<file path="src/rtl/vram_arb_pkg.sv">
// Shared types and display-timing defaults for the VRAM port arbiter.
// The V_DISPLAY_* defaults match the vga_controller line numbering.
package vram_arb_pkg;

    localparam int unsigned V_DISPLAY_START_DEF = 35;
    localparam int unsigned V_DISPLAY_END_DEF   = 515;

    typedef enum logic {
        IDLE,
        CLEAR
    } state_e;

    typedef enum logic [1:0] {
        G_NONE,
        G_DISP,
        G_FIFO,
        G_CLEAR
    } grant_e;

    // Lines outside [first_vis, first_blank) are vertical blanking.
    function automatic logic in_vblank(input logic [9:0]  vc,
                                       input int unsigned first_vis,
                                       input int unsigned first_blank);
        logic [31:0] vc_w;
        vc_w = {22'd0, vc};
        return (vc_w < first_vis) || (vc_w >= first_blank);
    endfunction

endpackage

</file>
<file path="src/rtl/vram_port_arbiter_wr_post_fifo.sv">
// Write-posting FIFO: first-word-fall-through head, simultaneous push/pop allowed.
// Storage has no reset so it can map onto distributed RAM; only pointers reset.
module wr_post_fifo #(
    parameter int unsigned DEPTH = 4,
    parameter int unsigned WIDTH = 23
) (
    input  logic             clk_i,
    input  logic             rst_i,
    input  logic             push_i,
    input  logic [WIDTH-1:0] data_i,
    input  logic             pop_i,
    output logic [WIDTH-1:0] data_o,
    output logic             full_o,
    output logic             empty_o
);

    localparam int unsigned    PTR_W    = $clog2(DEPTH);
    localparam logic [PTR_W:0] FULL_CNT = (PTR_W + 1)'(DEPTH);

    logic [WIDTH-1:0] mem_q [DEPTH];
    logic [PTR_W-1:0] wr_ptr_q, wr_ptr_d;
    logic [PTR_W-1:0] rd_ptr_q, rd_ptr_d;
    logic [PTR_W:0]   count_q, count_d;
    logic             push_ok;
    logic             pop_ok;

    assign full_o  = (count_q == FULL_CNT);
    assign empty_o = (count_q == '0);
    assign data_o  = mem_q[rd_ptr_q];

    // A full FIFO still takes a push when the head leaves in the same cycle.
    assign pop_ok  = pop_i && !empty_o;
    assign push_ok = push_i && (!full_o || pop_ok);

    always_comb begin
        wr_ptr_d = wr_ptr_q;
        rd_ptr_d = rd_ptr_q;
        count_d  = count_q;
        if (push_ok) begin
            wr_ptr_d = wr_ptr_q + 1'b1;
        end
        if (pop_ok) begin
            rd_ptr_d = rd_ptr_q + 1'b1;
        end
        case ({push_ok, pop_ok})
            2'b10:   count_d = count_q + 1'b1;
            2'b01:   count_d = count_q - 1'b1;
            default: count_d = count_q;
        endcase
    end

    always_ff @(posedge clk_i) begin
        if (push_ok) begin
            mem_q[wr_ptr_q] <= data_i;
        end
    end

    always_ff @(posedge clk_i or posedge rst_i) begin
        if (rst_i) begin
            wr_ptr_q <= '0;
            rd_ptr_q <= '0;
            count_q  <= '0;
        end else begin
            wr_ptr_q <= wr_ptr_d;
            rd_ptr_q <= rd_ptr_d;
            count_q  <= count_d;
        end
    end

endmodule

</file>
<file path="src/rtl/vram_port_arbiter.sv">
// Single-port VRAM arbiter: display reads > posted MCU writes > vblank-only frame clear.
// The RAM port is granted combinationally; only the clear FSM and read-valid are registered.
module vram_port_arbiter
    import vram_arb_pkg::*;
#(
    parameter int unsigned        ADDR_W          = 15,
    parameter int unsigned        DATA_W          = 8,
    parameter int unsigned        FIFO_DEPTH      = 4,
    parameter int unsigned        V_DISPLAY_START = V_DISPLAY_START_DEF,
    parameter int unsigned        V_DISPLAY_END   = V_DISPLAY_END_DEF,
    parameter logic [DATA_W-1:0]  CLEAR_VAL       = '0
) (
    input  logic              clk,
    input  logic              reset,
    input  logic [9:0]        vcount,
    input  logic              disp_req,
    input  logic [ADDR_W-1:0] disp_addr,
    output logic [DATA_W-1:0] disp_rdata,
    output logic              disp_rvalid,
    input  logic              wr_valid,
    output logic              wr_ready,
    input  logic [ADDR_W-1:0] wr_addr,
    input  logic [DATA_W-1:0] wr_data,
    input  logic              clear_start,
    output logic              clear_busy,
    output logic              clear_done,
    output logic              fifo_empty,
    output logic              mem_en,
    output logic              mem_we,
    output logic [ADDR_W-1:0] mem_addr,
    output logic [DATA_W-1:0] mem_wdata,
    input  logic [DATA_W-1:0] mem_rdata
);

    localparam int unsigned FW = ADDR_W + DATA_W;

    state_e            state_q, state_d;
    logic [ADDR_W-1:0] clr_addr_q, clr_addr_d;
    logic              disp_rvalid_q;
    grant_e            grant;
    logic              vblank;

    logic              fifo_push;
    logic              fifo_pop;
    logic              fifo_full;
    logic              fifo_empty_w;
    logic [FW-1:0]     fifo_head;
    logic [ADDR_W-1:0] head_addr;
    logic [DATA_W-1:0] head_data;

    assign vblank      = in_vblank(vcount, V_DISPLAY_START, V_DISPLAY_END);
    assign clear_busy  = (state_q == CLEAR);
    assign wr_ready    = !fifo_full && !clear_busy;
    assign fifo_push   = wr_valid && wr_ready;
    assign fifo_pop    = (grant == G_FIFO);
    assign fifo_empty  = fifo_empty_w;
    assign disp_rvalid = disp_rvalid_q;
    assign disp_rdata  = mem_rdata;
    assign {head_addr, head_data} = fifo_head;

    wr_post_fifo #(
        .DEPTH (FIFO_DEPTH),
        .WIDTH (FW)
    ) u_fifo (
        .clk_i   (clk),
        .rst_i   (reset),
        .push_i  (fifo_push),
        .data_i  ({wr_addr, wr_data}),
        .pop_i   (fifo_pop),
        .data_o  (fifo_head),
        .full_o  (fifo_full),
        .empty_o (fifo_empty_w)
    );

    // Reset also idles the port so a held disp_req cannot reach the RAM.
    always_comb begin
        grant = G_NONE;
        if (!reset) begin
            if (disp_req) begin
                grant = G_DISP;
            end else if (!fifo_empty_w) begin
                grant = G_FIFO;
            end else if ((state_q == CLEAR) && vblank) begin
                grant = G_CLEAR;
            end
        end
    end

    always_comb begin
        mem_en    = 1'b0;
        mem_we    = 1'b0;
        mem_addr  = '0;
        mem_wdata = '0;
        case (grant)
            G_DISP: begin
                mem_en   = 1'b1;
                mem_addr = disp_addr;
            end
            G_FIFO: begin
                mem_en    = 1'b1;
                mem_we    = 1'b1;
                mem_addr  = head_addr;
                mem_wdata = head_data;
            end
            G_CLEAR: begin
                mem_en    = 1'b1;
                mem_we    = 1'b1;
                mem_addr  = clr_addr_q;
                mem_wdata = CLEAR_VAL;
            end
            default: ;
        endcase
    end

    assign clear_done = (grant == G_CLEAR) && (clr_addr_q == '1);

    always_comb begin
        state_d    = state_q;
        clr_addr_d = clr_addr_q;
        case (state_q)
            IDLE: begin
                if (clear_start) begin
                    state_d    = CLEAR;
                    clr_addr_d = '0;
                end
            end
            CLEAR: begin
                // The counter wraps to 0 on the final write, ready for the next clear.
                if (grant == G_CLEAR) begin
                    clr_addr_d = clr_addr_q + 1'b1;
                    if (clr_addr_q == '1) begin
                        state_d = IDLE;
                    end
                end
            end
            default: state_d = IDLE;
        endcase
    end

    always_ff @(posedge clk or posedge reset) begin
        if (reset) begin
            state_q       <= IDLE;
            clr_addr_q    <= '0;
            disp_rvalid_q <= 1'b0;
        end else begin
            state_q       <= state_d;
            clr_addr_q    <= clr_addr_d;
            disp_rvalid_q <= disp_req;
        end
    end

endmodule

</file>
<file path="config.mk">
export PLATFORM = sky130hd
export DESIGN_NAME = vram_port_arbiter
export DESIGN_NICKNAME = d
export VERILOG_FILES = /design/src/rtl/vram_arb_pkg.sv /design/src/rtl/vram_port_arbiter_wr_post_fifo.sv /design/src/rtl/vram_port_arbiter.sv
export SDC_FILE = /design/constraint.sdc
export NUM_CORES = 1
export LEC_CHECK = 0
export CAP_MARGIN = 20
export CORE_UTILIZATION = 40
export DETAILED_ROUTE_END_ITERATION = 6
export HOLD_SLACK_MARGIN = 0.05
export PLACE_DENSITY = 0.75
export SLEW_MARGIN = 20
export SYNTH_ARGS = -nofsm -noshare
export SYNTH_HDL_FRONTEND = slang
export SYNTH_SLANG_ARGS = --single-unit
</file>
<file path="constraint.sdc">
create_clock -name clk -period 6.71 [get_ports clk]
set_input_delay 1.6775 -clock clk [delete_from_list [all_inputs] [get_ports clk]]
set_output_delay 1.6775 -clock clk [all_outputs]
set_load 0.005 [all_outputs]
</file>
After elaboration in Yosys (flattened, before gate mapping) --
Memories as Yosys holds them, arrays and structs flattened. Index checks and enable logic that the tools add are counted.
Cells by class: muxes and demuxes 18, $add $sub $neg 5, eq/ne operators 9, order comparisons 2, reduce and logical (&&, ||, !) cells 16, bitwise operators 1
Operators with widths (number):
- $pmux 15 s3 | 1
- $mux 15 | 2
- $pmux 15 s2 | 1
- $add 15x1->15 const B | 1
- $eq 15x15->1 const B | 1
- $ge 10x10->1 const B | 1
- $lt 10x6->1 const B | 1
- $mux 2 | 4
- $mux 8 | 1
- $mux 1 | 7
- $eq 2x2->1 const B | 3
- $logic_and 1x1->1 | 6
- $pmux 3 s2 | 1
- $add 2x1->2 const B | 2
- $eq 2x1->1 const B | 2
- $add 3x1->3 const B | 1
- $eq 3x3->1 const B | 1
- $logic_not 1->1 | 3
- $logic_not 3->1 | 1
- $reduce_or 3->1 | 1
- $sub 3x1->3 const B | 1
- $logic_or 1x1->1 | 2
- $ne 2x1->1 const B | 1
- $ne 2x2->1 const B | 1
- other kinds (5) | 5
Word-level totals: output and inout bits 38, input port bits 61, flip-flop bits (word level) 24, word-level logic and storage cells 58, bits in writable memories 92, memories kept 1
Memory list:
- u_fifo.mem_q | depth 4, bits a word 23, read ports 1, clocked after memory_dff 0, wr ports 1, line vram_port_arbiter_wr_post_fifo.sv:20 | logic [WIDTH-1:0] mem_q [DEPTH];

Depth between registers and ports, before layout --
Gate-level depths: netlist (run 1).
word-level depth 13, gate-level depth with buffers 10, mapped depth without buffers 10

Hierarchy --
Synthesis (run 1) repeated with hierarchy kept, for this count alone.
Unflattened totals: cells, all modules 320, area, all modules 5081.1 um^2
By module, submodules not included:
- wr_post_fifo | cells an instance 160, sequential area each 2937.8 um^2, area an instance 3753.6 um^2, instances 1
- vram_port_arbiter | cells an instance 160, sequential area each 425.4 um^2, area an instance 1327.5 um^2, instances 1

Worst setup path before layout (run 1) --
Ideal clock, no wire load.
kind input-to-output, start input vcount[1], end output mem_addr[0], stages on the path 6, setup slack 1.833 ns, path buffers 2, data arrival time 3.200 ns, path through a2111o_1 -> a221o_1 -> or2_1 -> clkbuf_1 -> buf_2 -> o21ai_0
On the way: cells in the longest elaborated chain, start to end 9, elaborated cells on any way between the ends 12, those cells by class order compare: 2; eq/ne: 3; mux: 5; reduce/logical: 2
Ends and longest elaborated chain:
- start: declaration | line vram_port_arbiter.sv:15 | input logic [9:0] vcount,
- $lt 10x6->1 or $ge 10x10->1 (tied branches) | line vram_arb_pkg.sv:26 | return (vc_w < first_vis) || (vc_w >= first_blank);
- $logic_or 1x1->1 (*) | line vram_arb_pkg.sv:26
- $logic_and 1x1->1 (*) | line vram_port_arbiter.sv:83 | end else if ((state_q == CLEAR) && vblank) begin
- $mux 2 (*) | line vram_port_arbiter.sv:83
- $mux 2 (*) | line vram_port_arbiter.sv:81 | end else if (!fifo_empty_w) begin
- $mux 2 (*) | line vram_port_arbiter.sv:79 | if (disp_req) begin
- $mux 2 (*) | line vram_port_arbiter.sv:78 | if (!reset) begin
- $eq 2x2->1 or $eq 2x1->1 (tied branches) | line vram_port_arbiter.sv:94 | case (grant)
- $pmux 15 s3 (*) | line vram_port_arbiter.sv:94
- end: declaration | line vram_port_arbiter.sv:30 | output logic [ADDR_W-1:0] mem_addr,
Every way passes the cells marked *; elsewhere a longest branch is shown, timed or not.

Final worst setup path (run 1) --
start input vcount[8], end output mem_addr[8]
Same word-level chain as after synthesis.

==> flow_summary.ini, run 1 <==
[run_status]
result_of_the_run = finished clean

[final_layout]
finalNetCount = 488
final-instance-count-excl-fill = 600
n_antenna_cell = 0
synthToLayoutAreaGrowth_pct = 31.09
drive_gt1_frac = 0.1620

[sta]
final_setup_violation_count = 0
timing.final.crit_share = 0.8891
finalCriticalPeriod_ns = 5.966
timing_hold_violations_final = 0
postLayoutSetupSlackWorst_ns = 0.7441
rsz0062_at_grt = no
fin_hold_ws_ns = 0.5004
max_freq_ghz = 0.1676
max_slew.worst_pin.slew_ns = 0.7891
maxSlewHeadroom = 0.4739
fin_worst_skew_ns = 0.01349
slew_viol_final = 0
totalNegativeSetupSlack_ns = 0

[clock_tree]
clockBufferDepth = 2
h_tree_level_count = 4
clock-root-buffer = sky130_fd_sc_hd__clkbuf_16
cts_buffers = 17
path_clk_slew_ns = 0.05
post-cts-setup-buffer-count = 0
insertion_delay_ns = 0.40
cts.sinks = 116
post_cts_hold_fix_bufs = 0
cts_tree = done
cts_resized = 0

[logic_synthesis]
synth_edf_count = 92
synth_flop_cell = sky130_fd_sc_hd__edfxtp_1
synth.most_common_cell = sky130_fd_sc_hd__edfxtp_1
synthCells = 333
synth.ff_latch_count = 116
synthTopCellsByArea = sky130_fd_sc_hd__edfxtp_1 54%, sky130_fd_sc_hd__dfrtp_1 12%, sky130_fd_sc_hd__mux4_2 10%
synth_cell_types = 43
synth.net_count = 401
netlist_area_um2 = 5119
yosysSeqAreaShare = 0.6571
ys_async_sr_fraction = 0.2069
postSynthAreaPerCell_um2 = 15.37
yosysTopAreaCell = sky130_fd_sc_hd__edfxtp_1
synth_warnings = 0
synth_commonest_cells = 92 x sky130_fd_sc_hd__edfxtp_1, 26 x sky130_fd_sc_hd__inv_1, 24 x sky130_fd_sc_hd__dfrtp_1
yosys.area.top_type_share = 0.5397

[critical_path]
start_kind = input port
cp_max_fo = 23
worst_r2r_startpoint = u_fifo.count_q[0]
cp-startpoint = vcount[8]
reg2regPathDepth = 7
arrival_ns = 4.29
critPathCaptureType = primary output
worstPathRequired_ns = 5.03
critPathKind = input port to primary output

[floorplan]
dieWidth_um = 115.1
core_region_area_um2 = 12260
die_area_um2 = 13250
start_util = 0.4174
num_io_pins = 99
die_height_um = 115.1
rows = 40

[power_and_ir_drop]
design_power_total_uw = 2214
irDropWorstVdd_v = 0.0001981
pwr_density_cell_nw_per_um2 = 330.0
cellLeakagePower_uw = 0.002317

[placed_design]
port_buffers = 82
place.gp.congestion = 0.8246
dp_hpwl_um = 7454
dpl.cell_count = 569
dpl_worst_slack_ns = 0.7830

[routing]
drcViolationCount = 0
vias = 3161
drt-vias-per-instance = 5.268
totalWireLength_um = 11120
drt_iter0_markers = 142
postRouteAntennaNets = 0
drtPass1Iterations = 4
avgRoutedWirePerCell_um = 18.54

[global_routing]
via_count_of_the_first_global_routing_pass = 3377
initial_antenna_violation_count = 0
gr-usage-all-layers = 0.1826
globalRouteOverflowTotal = 0
pin_count_of_the_biggest_net_entering_global_routing = 26
grt_pass1_wl_um = 17540

[min_path]
worst_hold_path_type = flip-flop to flip-flop
timing.hold.worst_path_depth = 1
hold_path_startpoint = u_fifo.count_q[2]

[job]
max-cap-violations = 0
==> cell usage in the layout, fill, tap and decap left out, types with 11 or more instances in the layout <==
cell type                         count
sky130_fd_sc_hd__nand2_1             16
sky130_fd_sc_hd__o21ai_0             19
sky130_fd_sc_hd__mux2i_1             11
sky130_fd_sc_hd__a22oi_1             15
sky130_fd_sc_hd__clkdlybuf4s50_1     82
sky130_fd_sc_hd__mux4_2              23
sky130_fd_sc_hd__inv_1               26
sky130_fd_sc_hd__clkbuf_16           17
sky130_fd_sc_hd__dfrtp_1             22
sky130_fd_sc_hd__edfxtp_1            92
==> sequential cells by signal (all words and copies together), names as in the netlist <==
name             flops
u_fifo.rd_ptr_q      2
u_fifo.wr_ptr_q      2
u_fifo.mem_q        92
u_fifo.count_q       3
clr_addr_q          15
clear_busy           1
disp_rvalid          1
==> power by group <==
| part | internal, uW | switching (uW) | total, uW | leakage (uW) |
|---|---|---|---|---|
| registers | 805 | 85.7 | 891 | 0.00113 |
| clock network | 616 | 306 | 922 | 0.000290 |
| logic | 250 | 152 | 402 | 0.000895 |
| total | 1670 | 543 | 2210 | 0.00232 |
==> stage by stage <==
step                cell area [um^2]    util
global route                    6710  0.5472
finish                          6710  0.5472
detailed placement              6097  0.4972
global placement                6096  0.4971
CTS                             6709  0.5471
floorplan                       5119       -
==> cells by family after synthesis <==
| logic type | Yosys count | share of synthesized area |
|---|---|---|
| compound gates | 47 | 0.06380 |
| buf+inv | 50 | 0.04522 |
| simple gates | 71 | 0.07846 |
| mux | 35 | 0.1249 |
| flops | 116 | 0.6571 |
| xor+xnor | 7 | 0.01198 |
| fa+ha+maj | 7 | 0.01858 |
==> layout make-up <==
cell class	count	area, um^2
multi-input combinational	167	1529
timing repair buffer	92	895.9
inverter	26	97.59
tap	168	210.2
clock inverter	14	186.4
clock buffer	17	425.4
fill	988	5552
sequential	116	3366
==> worst max-delay path, cell delays in order <==
cell and delay, ns:
sky130_fd_sc_hd__clkdlybuf4s50_1 0.43, sky130_fd_sc_hd__or3_4 0.41, sky130_fd_sc_hd__a221o_1 0.37, sky130_fd_sc_hd__or2_1 0.53, sky130_fd_sc_hd__o21ai_0 0.30, sky130_fd_sc_hd__clkdlybuf4s50_1 0.56
==> worst paths after layout <==
kind / slack, ns / end
min: 0.50 / u_fifo.count_q[2]
max in group asynchronous: 4.66 / u_fifo.rd_ptr_q[0]
min in group asynchronous: 1.77 / u_fifo.wr_ptr_q[0]
max: 0.74 / mem_addr[8]
max reg2reg: 4.28 / u_fifo.count_q[1]
min reg2reg: 0.50 / u_fifo.count_q[2]
==> layer usage <==
layer / vias up / share of wire / global-route usage
li1: 1458 / - / -
met1: 1595 / 0.42 / 0.2263
met2: 94 / 0.51 / 0.2968
met3: 14 / 0.054 / 0.06168
met4: 0 / 0.014 / 0.07100
met5: - / 0 / 0
(Power assumes the default switching activity.)
==> run 2, diff against run 1 <==
--- a/config.mk
+++ b/config.mk
@@ -6,10 +6,10 @@
 export NUM_CORES = 1
 export LEC_CHECK = 0
 export CAP_MARGIN = 20
-export CORE_UTILIZATION = 40
+export CORE_UTILIZATION = 30
 export DETAILED_ROUTE_END_ITERATION = 6
 export HOLD_SLACK_MARGIN = 0.05
-export PLACE_DENSITY = 0.75
+export PLACE_DENSITY = 0.62
 export SLEW_MARGIN = 20
 export SYNTH_ARGS = -nofsm -noshare
 export SYNTH_HDL_FRONTEND = slang
==> run 2 against run 1 <==
  * Fmax decreased by 2.2%
  * Cell area increased by 0.86%
  * Via count increased by 1.1%
  * Largest power group unchanged
  * Count of clock-buffer cells in the layout increased by 1
  * Clock skew decreased by 0.0026 ns
  * Utilization decreased by 14 points
  * Global-route usage decreased by 4.6 points
  * Clock power decreased by 2%
  * Routed wire length increased by 0.57%
  * Final cell count increased by 8.8%
  * Sequential power decreased by 1%
  * Worst hold slack got worse by 0.0016 ns
==> flow_summary.ini, run 2 (synthesis gave the netlist of run 1 again) <==
[sta]
fin_hold_ws_ns = 0.4988
finalCriticalPeriod_ns = 6.099
timing_hold_violations_final = 0
max_freq_ghz = 0.1640
final_setup_violation_count = 0
max_slew.worst_pin.slew_ns = 0.6325
maxSlewHeadroom = 0.5751
totalNegativeSetupSlack_ns = 0
timing.final.crit_share = 0.9089
fin_worst_skew_ns = 0.01091
rsz0062_at_grt = no
slew_viol_final = 0

[routing]
drt_iter0_markers = 268
drcViolationCount = 0
drtPass1Iterations = 6
avgRoutedWirePerCell_um = 17.13
vias = 3196
totalWireLength_um = 11190
drt-vias-per-instance = 4.894
postRouteAntennaNets = 0

[placed_design]
port_buffers = 82
dp_hpwl_um = 7490
place.gp.congestion = 0.8150

[critical_path]
worstPathRequired_ns = 5.03
arrival_ns = 4.42
cp_max_fo = 17
critPathKind = input port to primary output
reg2regPathDepth = 6
r2r_slack_ns = 4.22
worstReg2RegEnd = clr_addr_q[4]
worst_r2r_startpoint = u_fifo.count_q[0]
critPathCaptureType = primary output
start_kind = input port

[floorplan]
core_region_area_um2 = 16640
die_height_um = 132.6
die_area_um2 = 17590
dieWidth_um = 132.6
rows = 47
start_util = 0.3076
num_io_pins = 99

[min_path]
timing.hold.worst_path_depth = 1
timing.hold.worst_endpoint = u_fifo.count_q[2]
worst_hold_path_type = flip-flop to flip-flop
hold_path_startpoint = u_fifo.count_q[2]

[clock_tree]
insertion_delay_ns = 0.41
post_cts_hold_fix_bufs = 0
cts.sinks = 116
post-cts-setup-buffer-count = 0
cts_tree = done
clockBufferDepth = 2
h_tree_level_count = 4
cts_buffers = 17
clock-root-buffer = sky130_fd_sc_hd__clkbuf_16
cts_resized = 0
path_clk_slew_ns = 0.05

[run_status]
result_of_the_run = finished clean

[final_layout]
max_flop_register = u_fifo.mem_q
final_cell_mix = 92 x sky130_fd_sc_hd__edfxtp_1, 82 x sky130_fd_sc_hd__clkdlybuf4s50_1, 26 x sky130_fd_sc_hd__inv_1, 23 x sky130_fd_sc_hd__mux4_2, 23 x sky130_fd_sc_hd__dfrtp_1
synthToLayoutAreaGrowth_pct = 32.22
n_antenna_cell = 0
area.sequential_um2 = 3364
largest_reg_flops = 92
finalNetCount = 488
area_of_the_multi_input_gates_um2 = 1529
layout_commonest_cell = sky130_fd_sc_hd__edfxtp_1
largest_registers_in_the_final_layout = u_fifo.mem_q: 92 flops, clr_addr_q: 15 flops, u_fifo.count_q: 3 flops
final.fill_count = 1506
drive_gt1_frac = 0.1617

[global_routing]
initial_antenna_violation_count = 2
gr-usage-all-layers = 0.1363
via_count_of_the_first_global_routing_pass = 3266
pin_count_of_the_biggest_net_entering_global_routing = 25
globalRouteOverflowTotal = 0
grt_pass1_wl_um = 17830

[power_and_ir_drop]
cellLeakagePower_uw = 0.002308
irDropWorstVdd_v = 0.0001907
pwr_density_cell_nw_per_um2 = 324.3

[job]
max-cap-violations = 0
[run 2: changes by cell type in the layout (fill, tap and decap cells not counted), sizes merged]
cell	previous run	this run
clkinv	6	4
bufinv	4	3
clkinvlp	3	4
inv	27	29
clkbuf	17	18
[run 2: layer usage]
layer	vias to the layer above	wire, um	GRT usage
met5	-	22	0
met4	4	209	0.06003
met3	23	865	0.04789
met2	113	5272	0.2117
met1	1595	4818	0.1717
li1	1461	-	-
[run 2: cell type report]
class / instances / share of cell area
multi-input combinational: 167 / 0.2259
tap: 220 / 0.04067
inverter: 26 / 0.01442
timing repair buffer: 92 / 0.1324
clock buffer: 18 / 0.06341
sequential: 116 / 0.4971
clock inverter: 14 / 0.02607
[run 2: worst max-delay path by stage]
stage               depth (start not counted)       from           end  slack, ns
floorplan                                   6  vcount[1]   mem_addr[0]       1.83
global placement                            6  vcount[8]  mem_addr[14]       0.73
detailed placement                          6  vcount[1]   mem_addr[5]       0.64
CTS                                         6  vcount[1]   mem_addr[9]       0.64
global route                                6  vcount[1]   mem_addr[9]       0.47
finish                                      6  vcount[1]   mem_addr[9]       0.61
[run 2: per-stage QoR]
step / cell area, um^2 / std cells / worst slack [ns] / utilization / power (uW)
after floorplan: 5119 / 333 / 1.833 / - / 1137
after global placement: 6161 / 621 / 0.7292 / 0.3702 / 1306
after detailed placement: 6162 / 621 / 0.6382 / 0.3703 / 1312
after CTS: 6768 / 653 / 0.6362 / 0.4067 / 2225
after global routing: 6768 / 653 / 0.4716 / 0.4067 / 2298
final: 6768 / 653 / 0.6115 / 0.4067 / 2195
[run 2: power breakdown]
part / internal [uW] / switching [uW] / total (uW) / leakage [uW]
clock network: 586 / 321 / 907 / 0.000281
registers: 804 / 73.2 / 878 / 0.00113
logic: 249 / 162 / 411 / 0.000894
[run 2: worst max-delay path, stage by stage]
cell and delay, ns:
sky130_fd_sc_hd__clkdlybuf4s50_1 0.40, sky130_fd_sc_hd__a2111o_1 0.46, sky130_fd_sc_hd__a221o_1 0.54, sky130_fd_sc_hd__or2_1 0.50, sky130_fd_sc_hd__o21ai_0 0.28, sky130_fd_sc_hd__clkdlybuf4s50_1 0.56
==> run 3, diff against run 2 <==
--- a/config.mk
+++ b/config.mk
@@ -7,8 +7,10 @@
 export LEC_CHECK = 0
 export CAP_MARGIN = 20
 export CORE_UTILIZATION = 30
+export CTS_BUF_LIST = sky130_fd_sc_hd__clkbuf_4 sky130_fd_sc_hd__clkbuf_8
 export DETAILED_ROUTE_END_ITERATION = 6
 export HOLD_SLACK_MARGIN = 0.05
+export MAX_ROUTING_LAYER = met4
 export PLACE_DENSITY = 0.62
 export SLEW_MARGIN = 20
 export SYNTH_ARGS = -nofsm -noshare
==> run 3 against run 2 <==
  * Clock power decreased by 26%
  * Highest routed layer is now met4
  * Routed wire length is 1.2% higher
  * Critical path depth did not move
  * Sequential cell count stayed put
  * Cell area decreased by 2.7%
  * Register-to-register slack is essentially flat
  * First-iteration DRC count decreased by 6.7%
  * Largest power group is now sequential cells
==> flow_summary.ini, run 3 (synthesis gave the netlist of run 1 again) <==
[critical_path]
cp-startpoint = vcount[1]
reg2regPathDepth = 6
critPathCaptureType = primary output
start_kind = input port
worstReg2RegEnd = clr_addr_q[4]
worstPathRequired_ns = 5.03
r2r_slack_ns = 4.22
critPathKind = input port to primary output
arrival_ns = 4.42
worst_r2r_startpoint = u_fifo.count_q[0]
cp_max_fo = 17

[clock_tree]
cts_resized = 0
clock-root-buffer = sky130_fd_sc_hd__clkbuf_8
cts.sinks = 116
clockBufferDepth = 2
cts_buffers = 17
post_cts_hold_fix_bufs = 0
h_tree_level_count = 4
cts_tree = done
post-cts-setup-buffer-count = 0
path_clk_slew_ns = 0.07
insertion_delay_ns = 0.44

[power_and_ir_drop]
pwr_density_cell_nw_per_um2 = 297.7
irDropWorstVdd_v = 0.0001359
cellLeakagePower_uw = 0.002225

[routing]
drcViolationCount = 0
postRouteAntennaNets = 0
met2WireLength_um = 5443
route.layer.met1.wl_um = 4853
vias = 3186
drt-vias-per-instance = 4.864
avgRoutedWirePerCell_um = 17.29
totalWireLength_um = 11320
route.top_layer_used = met4
wl_met3_um = 771
drtPass1Iterations = 4
drt_iter0_markers = 250

[min_path]
timing.hold.worst_path_depth = 1
hold_path_startpoint = u_fifo.count_q[0]
timing.hold.worst_endpoint = u_fifo.count_q[0]
worst_hold_path_type = flip-flop to flip-flop

[floorplan]
num_io_pins = 99
die_area_um2 = 17590
rows = 47
dieWidth_um = 132.6
core_region_area_um2 = 16640
die_height_um = 132.6
start_util = 0.3076

[final_layout]
max_flop_register = u_fifo.mem_q
final.fill_count = 1532
final-instance-count-excl-fill = 655
largest_reg_flops = 92
layout_commonest_cell = sky130_fd_sc_hd__edfxtp_1
largest_registers_in_the_final_layout = u_fifo.mem_q: 92 flops, clr_addr_q: 15 flops, u_fifo.count_q: 3 flops
finalNetCount = 488
drive_gt1_frac = 0.1640
synthToLayoutAreaGrowth_pct = 28.65
final_cell_mix = 92 x sky130_fd_sc_hd__edfxtp_1, 82 x sky130_fd_sc_hd__clkdlybuf4s50_1, 26 x sky130_fd_sc_hd__inv_1, 23 x sky130_fd_sc_hd__mux4_2, 23 x sky130_fd_sc_hd__dfrtp_1

[global_routing]
gr-usage-all-layers = 0.1427
globalRouteOverflowTotal = 0
via_count_of_the_first_global_routing_pass = 3283
initial_antenna_violation_count = 2
grt_pass1_wl_um = 17930
pin_count_of_the_biggest_net_entering_global_routing = 25

[placed_design]
dpl_worst_slack_ns = 0.6382
place.gp.congestion = 0.8271
port_buffers = 82
dp_hpwl_um = 7490
dpl.cell_count = 621

[sta]
fin_worst_skew_ns = 0.008840
timing.final.crit_share = 0.9083
slew_viol_final = 0
rsz0062_at_grt = no
finalCriticalPeriod_ns = 6.094
timing_hold_violations_final = 0
postLayoutSetupSlackWorst_ns = 0.6155
final_setup_violation_count = 0
max_slew.worst_pin.slew_ns = 0.6518
maxSlewHeadroom = 0.5655
totalNegativeSetupSlack_ns = 0
max_freq_ghz = 0.1641

[job]
max-cap-violations = 0

[run_status]
result_of_the_run = finished clean
run 3: cell count changes in the layout (fill, tap and decap cells not counted), sizes merged:
cell,delta
diode,+2
run 3: per-layer routing:
metal / up-vias / GRT usage
li1: 1457 / -
met3: 33 / 0.05019
met1: 1601 / 0.1718
met2: 95 / 0.2155
met4: 0 / 0.06322
met5: - / -
run 3: through the flow:
step	hold WS, ns	total power, uW	util	area [um^2]
CTS	0.5106	1989	0.3954	6580
finish	0.5067	1960	0.3957	6585
global placement	0.4781	1306	0.3702	6161
floorplan	0.4635	1137	-	5119
detailed placement	0.5010	1312	0.3703	6162
global route	0.5222	2058	0.3957	6585
run 3: area by class of cell:
cell class                      count  area [um^2]  area share
Clock inverter                     14        176.4     0.02679
Antenna cell                        2        5.005   0.0007600
Multi-Input combinational cell    167         1529      0.2322
Tap cell                          220        275.3     0.04180
Clock buffer                       18        241.5     0.03667
Sequential cell                   116         3364      0.5109
Inverter                           26        97.59     0.01482
Timing Repair Buffer               92        895.9      0.1360
run 3: worst max-delay path by stage:
stage,cells past startpoint,to
6_report,6,mem_addr[9]
5_1_grt,6,mem_addr[9]
4_1_cts,6,mem_addr[9]
3_5_place_dp,6,mem_addr[5]
3_3_place_gp,6,mem_addr[14]
2_1_floorplan,6,mem_addr[0]
run 3: worst max-delay path: stages:
cell	delay [ns]
sky130_fd_sc_hd__clkdlybuf4s50_1	0.40
sky130_fd_sc_hd__a2111o_1	0.46
sky130_fd_sc_hd__a221o_1	0.54
sky130_fd_sc_hd__or2_1	0.50
sky130_fd_sc_hd__o21ai_0	0.28
sky130_fd_sc_hd__clkdlybuf4s50_1	0.56
run 3: power breakdown:
part / internal (uW) / switching [uW] / total, uW
logic: 249 / 162 / 411
clock network: 374 / 297 / 671
registers: 803 / 75.1 / 878
total: 1430 / 534 / 1960
